## src/rtl/down_counter_3bit.sv

```systemverilog
// Synchronous WIDTH-bit binary down counter with parallel load, zero flag and
// borrow output for cascading into wider countdown chains.
module down_counter_3bit #(
  parameter int unsigned WIDTH = 3
) (
  input  logic             clk,
  input  logic             reset,
  input  logic             en,
  input  logic             load,
  input  logic [WIDTH-1:0] load_val,
  output logic [WIDTH-1:0] Q,
  output logic             zero,
  output logic             borrow_out
);

  logic [WIDTH-1:0] lower_zero;
  logic [WIDTH-1:0] dec_q;
  logic [WIDTH-1:0] next_q;

  // Borrow chain: bit i toggles when every lower bit is already zero.
  always_comb begin
    lower_zero    = '0;
    lower_zero[0] = 1'b1;
    for (int i = 1; i < int'(WIDTH); i++) begin
      lower_zero[i] = lower_zero[i-1] & ~Q[i-1];
    end
    dec_q = Q ^ lower_zero;
  end

  // Priority below reset: load > en > hold.
  always_comb begin
    next_q = Q;
    if (load) begin
      next_q = load_val;
    end else if (en) begin
      next_q = dec_q;
    end
  end

  // Zero flag is registered alongside Q so it tracks Q with no added latency.
  always_ff @(posedge clk) begin
    if (reset) begin
      Q    <= '0;
      zero <= 1'b1;
    end else begin
      Q    <= next_q;
      zero <= (next_q == '0);
    end
  end

  assign borrow_out = en & zero;

endmodule

```

## config.mk

```make
export PLATFORM = sky130hd
export DESIGN_NAME = down_counter_3bit
export DESIGN_NICKNAME = d
export VERILOG_FILES = /design/src/rtl/down_counter_3bit.sv
export SDC_FILE = /design/constraint.sdc
export NUM_CORES = 1
export LEC_CHECK = 0
export CORE_AREA = 5 5 42 44
export CTS_CLUSTER_DIAMETER = 60
export CTS_CLUSTER_SIZE = 30
export DETAILED_ROUTE_END_ITERATION = 10
export DIE_AREA = 0 0 47 49
export GPL_TIMING_DRIVEN = 0
export PLACE_DENSITY = 0.49
export SLEW_MARGIN = 20
export SYNTH_ARGS = -nofsm -noshare
export SYNTH_HDL_FRONTEND = slang
export SYNTH_SLANG_ARGS = --single-unit
```

## constraint.sdc

```tcl
create_clock -name clk -period 3.3 [get_ports clk]
set_clock_uncertainty 0.1 [all_clocks]
set_input_delay 0.825 -clock clk [delete_from_list [all_inputs] [get_ports clk]]
set_output_delay 0.825 -clock clk [all_outputs]
set_load 0.01 [all_outputs]
```

==> qor.yml, run 1 <==
rr_worst_depth: 5
clkLatencyLatePin_ns: 0.23
timing.reg2reg.setup_slack_ns: 1.84
unrepaired_setup_endpoints_after_global_routing: "false"
holdPathStages: 2
critPathSlowestCell: "sky130_fd_sc_hd__clkdlybuf4s50_1"
power_frac_seq_pct: 36.8
yosys_warnings: 0
cts-hold-fix-buffers: 0
irDropWorstVdd_mv: 0.171
first_pass_iteration_count_of_the_detailed_router: 2
dr.max_layer_used: "met3"
cts_max_level: 1
starting_density_pct: 14.8
postRouteAntennaNets: 0
globalRoute.totalOverflow: 0
fmax_mhz: 334
timing.critical_path.buf_inv: 2
synth_mux_area_share_pct: 0
final_hold_viol_count: 0
crit_path_max_fanout: 6
first_global_vias: 202
final_nets: 45
synth_seq_area_share_pct: 38.6
routed_wire_length_per_instance_um: 10.0
detailed_route_wirelength_on_metal3_um: 66
p_leak_uw: 0.000136
drt-initial-drc-count: 1
synth.net_count: 29
synth_fa_ha_area_share_pct: 6.02
vias_per_cell: 3.73
timing.critical_path.from_type: "input port"
grt_antenna_before_repair: 0
cp_slowest_stage_delay_ns: 0.56
final_max_slew_viol_count: 0
kind_of_critical_path: "input port to output pin"
synth_simple_gate_area_share_pct: 24.7
crit_arrival_ns: 2.07
r2r-end: "zero$_SDFF_PP1_"
post_cts_resized: 0
wl_met2_um: 271
drive_gt1_share_pct: 20.0
p_clk_share_pct: 38.4
post_cts_repair_timing_setup_buffer_count: 0
fin_crit_ns: 2.99
tritoncts: "built"
post_synth_xor_area_fraction_pct: 4.22
cts.path.max_buffers: 2
combPwrFrac_pct: 24.9
crit_family: "buffers and inverters"
dieHeight_um: 49
total_power_uw: 154
ctsRootBufferMaster: "sky130_fd_sc_hd__clkbuf_4"
grt_pass1_wl_um: 814
core_region_area_um2: 1400
core.rowCount: 14
clkSlewWorstSetupHoldPaths_ns: 0.03
track_usage_pct: 5.28
max_slew_margin_pct: 77.6
synth_area_per_cell_um2: 9.89
netlist_instances: 21
cp_cell_sequence: "clkdlybuf4s50_1 > and2_1 > clkdlybuf4s50_1"
synthesis.area_um2: 208
hp-class: "flop to flop"
run_status: "finished, final reports clean"
p_switching_uw: 36.1
synth_top_family_by_area: "simple AND/OR/NAND/NOR gates"
hold_path_end: "Q[1]$_SDFF_PP0_"
synth.ff_latch_count: 4
drc_errors: 0
synth_compound_area_share_pct: 18.7
cp-end-kind: "output pin"
num_io_pins: 12
finalWirelength_um: 512
worst_pin_slew_ns: 0.335
worst_path_most_repeated_cell: "sky130_fd_sc_hd__clkdlybuf4s50_1"
hp-start: "Q[1]$_SDFF_PP0_"
synth_cell_types: 13
cell_area_after_layout_um2: 360
totalNegativeSetupSlack_ns: 0
timing.critical_path.required_ns: 2.37
number_of_antenna_cells_inserted: 0
place_area_um2: 338
flow.area_growth_from_synthesis_pct: 73.5
count_of_maximum_capacitance_violations: 0
dieArea_um2: 2300
setup_viol_count_final: 0
floorplan.die.width_um: 47
p_sw_share_pct: 23.4
detail_route.wirelength.met1_um: 174
vias: 190
post-route-period-util_pct: 90.7
tritoncts.num_buffers: 3
clock-sinks: 4
internal_power_uw: 118
gp_congestion: 0.634
io_buffers: 11
rr_startpoint: "Q[0]$_SDFF_PP0_"
grt_max_degree: 7
power_density_nw_per_um2: 428
cells in the mapped netlist:
cell type / instances / area [um2]
sky130_fd_sc_hd__ha_1: 1 / 12.5
sky130_fd_sc_hd__a211oi_1: 2 / 15.0
sky130_fd_sc_hd__dfxtp_1: 4 / 80.1
sky130_fd_sc_hd__nor3_1: 1 / 5.00
sky130_fd_sc_hd__xnor2_1: 1 / 8.76
sky130_fd_sc_hd__clkinvlp_2: 1 / 5.00
sky130_fd_sc_hd__inv_1: 3 / 11.3
sky130_fd_sc_hd__a311oi_1: 1 / 8.76
sky130_fd_sc_hd__and2_1: 1 / 6.26
sky130_fd_sc_hd__nand2b_1: 2 / 12.5
sky130_fd_sc_hd__nor2b_2: 2 / 17.5
sky130_fd_sc_hd__a2111oi_2: 1 / 15.0
sky130_fd_sc_hd__and4b_1: 1 / 10.0
power groups by stage:
stage                     registers, uW  logic [uW]  clock network [uW]
after floorplan                    59.5        13.4                   0
final                              56.7        38.3                59.1
after CTS                          56.8        39.3                64.0
after detailed placement           57.5        39.0                   0
after global routing               57.5        42.3                65.4
after global placement             57.4        38.7                   0
placed cells by master, fill, tap and decap left out, drive strengths merged:
cell	n
clkdlybuf4s50	11
dfxtp	4
inv	3
clkbuf	3
a211oi	2
nor2b	2
nand2b	2
and2	1
clkinvlp	1
and4b	1
a2111oi	1
xnor2	1
a311oi	1
nor3	1
ha	1
sequential cells by signal, summed over array words and instances, names as in the netlist:
register and flops:
zero 1, Q 3
worst min-delay path, delay by kind of cell (launching register included):
family / cells / cell delay [ns]
flip-flops: 1 / 0.31
AO/OA/AOI/OAI: 1 / 0.11
AND/OR/NAND/NOR: 1 / 0.07
worst max path at each step:
stage,startpoint,endpoint,slack (ns),cells after the start
finish,en,borrow_out,0.31,3
global route,en,borrow_out,0.24,3
detailed placement,en,borrow_out,0.30,3
global placement,en,borrow_out,0.29,3
floorplan,en,borrow_out,1.40,1
CTS,en,borrow_out,0.29,3
routing by layer:
| metal | global-route usage [%] | up-vias |
|---|---|---|
| li1 | - | 101 |
| met1 | 5.05 | 83 |
| met3 | 2.58 | 0 |
| met5 | 0 | - |
| met2 | 7.47 | 6 |
| met4 | 5.53 | 0 |
cells by family (layout without fill, tap and decap cells):
kind of cell               Yosys count  after routing
DFF                                  4              4
buffers and inverters                4             18
and+or+nand+nor                      7              7
adders and majority gates            1              1
AOI/OAI and AO/OA                    4              4
xor gates and xnor gates             1              1
per-stage QoR:
step	worst slack [ns]	hold WS (ns)	instances	util (%)
3_5_place_dp	0.296	0.442	48	24.1
2_1_floorplan	1.40	0.442	21	-
6_report	0.306	0.442	51	25.7
3_3_place_gp	0.287	0.446	48	24.1
4_1_cts	0.292	0.448	51	25.7
5_1_grt	0.243	0.503	51	25.7
layout make-up:
cell class | count | area, um2
clock buffers | 3 | 22.5
fillers | 157 | 1040
inverters | 4 | 16.3
multi-input cells | 13 | 111
flip-flops and latches | 4 | 80.1
well taps | 16 | 20.0
repair buffers | 11 | 110
Power figures use the tool's default switching activity.
==> inputs of run 2 (changes only) <==
--- a/config.mk
+++ b/config.mk
@@ -5,6 +5,7 @@
 export SDC_FILE = /design/constraint.sdc
 export NUM_CORES = 1
 export LEC_CHECK = 0
+export CAP_MARGIN = 20
 export CORE_AREA = 5 5 42 44
 export CTS_CLUSTER_DIAMETER = 60
 export CTS_CLUSTER_SIZE = 30
==> constraint.sdc (replaced) <==
create_clock -name clk -period 3.3 [get_ports clk]
set_clock_uncertainty 0.1 [all_clocks]
set_input_delay 0.825 -clock clk [delete_from_list [all_inputs] [get_ports clk]]
set_output_delay 0.825 -clock clk [all_outputs]
set_load 0.1 [all_outputs]
==> qor.yml, run 2 (synthesis gave the netlist of run 1 again) <==
power_frac_seq_pct: 29.4  # -7.4 points
dieHeight_um: 49  # unchanged
first_pass_iteration_count_of_the_detailed_router: 2  # unchanged
timing.critical_path.from_type: "input port"
gp_congestion: 0.634  # unchanged
p_clk_share_pct: 30.6  # -7.8 points
vias: 190  # unchanged
dieArea_um2: 2300  # unchanged
max_slew_margin_pct: 35.3  # -42 points
fmax_mhz: 343  # +2.8%
cp_slowest_stage_delay_ns: 0.56  # about the same
p_switching_uw: 76.3  # +110%
tritoncts: "built"
largest-register: "Q"
track_usage_pct: 5.28  # unchanged
number_of_antenna_cells_inserted: 0  # unchanged
io_buffers: 11  # unchanged
first_global_vias: 202  # unchanged
setup_viol_count_final: 0  # unchanged
preCtsSetupSlack_ns: -0.302  # -0.598 ns
count_of_maximum_capacitance_violations: 0  # unchanged
core_region_area_um2: 1400  # unchanged
ctsRootBufferMaster: "sky130_fd_sc_hd__clkbuf_4"
mostFrequentLayoutCells: "10 x sky130_fd_sc_hd__clkdlybuf4s50_1, 4 x sky130_fd_sc_hd__dfxtp_1, 3 x sky130_fd_sc_hd__inv_1, 3 x sky130_fd_sc_hd__clkbuf_4"
clkLatencyLatePin_ns: 0.23  # about the same
p_sw_share_pct: 39.5  # +16 points
combPwrFrac_pct: 40.0  # +15 points
reg_top3: "Q: 3 flops, zero: 1 flops"
unrepaired_setup_endpoints_after_global_routing: "false"
timing.critical_path.required_ns: 2.37  # about the same
kind_of_critical_path: "input port to output pin"
critPathSlowestCell: "sky130_fd_sc_hd__clkdlybuf4s50_1"
grt_max_degree: 7  # unchanged
internal_power_uw: 117  # -1.0%
cp_cell_sequence: "clkdlybuf4s50_1 > and2_1 > clkbuf_2"
globalRoute.totalOverflow: 0  # unchanged
post-route-period-util_pct: 88.3  # -2.4 points
core.rowCount: 14  # unchanged
tritoncts.num_buffers: 3  # unchanged
cts.path.max_buffers: 2  # unchanged
final_hold_viol_count: 0  # unchanged
fin_crit_ns: 2.91  # -0.0803 ns
num_io_pins: 12  # unchanged
cts-hold-fix-buffers: 0  # unchanged
floorplan.die.width_um: 47  # unchanged
vias_per_cell: 3.73  # unchanged
total_power_uw: 193  # +25%
run_status: "finished, final reports clean"
flow.area_growth_from_synthesis_pct: 71.1
clkSlewWorstSetupHoldPaths_ns: 0.03  # about the same
crit_path_max_fanout: 6  # unchanged
cts_max_level: 1  # unchanged
hp-class: "flop to flop"
worst_pin_slew_ns: 0.968  # +0.633 ns
place_area_um2: 338  # unchanged
largest_register_ff_count: 3  # unchanged
postRouteAntennaNets: 0  # unchanged
p_leak_uw: 0.000137  # +0.63%
power_density_nw_per_um2: 543  # +27%
crit_arrival_ns: 1.99  # -0.08 ns
irDropWorstVdd_mv: 0.171  # about the same
drt-initial-drc-count: 1  # unchanged
layout_commonest_cell: "sky130_fd_sc_hd__clkdlybuf4s50_1"
post-route-worst-setup-slack_ns: 0.386  # +0.0803 ns
post_cts_repair_timing_setup_buffer_count: 0  # unchanged
finalWirelength_um: 510  # -0.39%
routed_wire_length_per_instance_um: 10.0  # -0.39%
final_max_slew_viol_count: 0  # unchanged
drc_errors: 0  # unchanged
cp-end-kind: "output pin"
grt_pass1_wl_um: 814  # unchanged
grt_antenna_before_repair: 0  # unchanged
totalNegativeSetupSlack_ns: 0  # unchanged
clock-sinks: 4  # unchanged
drive_gt1_share_pct: 22.9  # +2.9 points
cell_area_after_layout_um2: 355  # -1.4%
final_nets: 45  # unchanged
starting_density_pct: 14.8  # unchanged
run 2: changes by cell type in the layout (fill, tap and decap cells not counted), sizes merged:
cell           delta
clkdlybuf4s50     -1
clkbuf            +1
run 2: timing repair:
action | in CTS | in global routing
cloned | 0 | 0
setup endpoints to repair | 1 | 1
pin swaps | 0 | 0
resized for setup | 2 | 1
run 2: final timing paths:
path | start | end | slack [ns] | cells after the start
max reg2reg | Q[0]$_SDFF_PP0_ | zero$_SDFF_PP1_ | 1.84 | 5
min | Q[1]$_SDFF_PP0_ | Q[1]$_SDFF_PP0_ | 0.44 | 2
min reg2reg | Q[1]$_SDFF_PP0_ | Q[1]$_SDFF_PP0_ | 0.44 | 2
max | en | borrow_out | 0.39 | 3
run 2: critical path: cells and delay by family:
family        cells  cell delay (ns)
buf+inv           2             1.01
simple gates      1             0.15
run 2: power groups by stage:
stage	sequential, uW	combinational, uW	clock (uW)
floorplan	92.1	20.9	0
global placement	57.4	78.8	0
detailed placement	57.5	79.1	0
CTS	56.8	78.8	64.0
global route	57.5	81.2	65.4
finish	56.7	77.3	59.1
run 2: cell type report:
| type | instances | area, um2 |
|---|---|---|
| inverters | 4 | 16.3 |
| well taps | 16 | 20.0 |
| clock buffers | 3 | 22.5 |
| repair buffers | 11 | 105 |
| fillers | 157 | 1050 |
| multi-input cells | 13 | 111 |
| flip-flops and latches | 4 | 80.1 |
run 2: metal layers:
metal	global-route usage (%)	routed length (um)	share of wire [%]
met4	5.53	0	0
met3	2.58	66	13
met2	7.47	271	53
met1	5.05	173	34
met5	0	0	0
run 2: stage by stage:
step | std cells | hold WS (ns) | util [%]
2_1_floorplan | 21 | 0.808 | -
3_3_place_gp | 48 | 0.446 | 24.1
3_5_place_dp | 48 | 0.442 | 24.1
4_1_cts | 51 | 0.448 | 25.7
5_1_grt | 51 | 0.503 | 25.4
6_report | 51 | 0.442 | 25.4
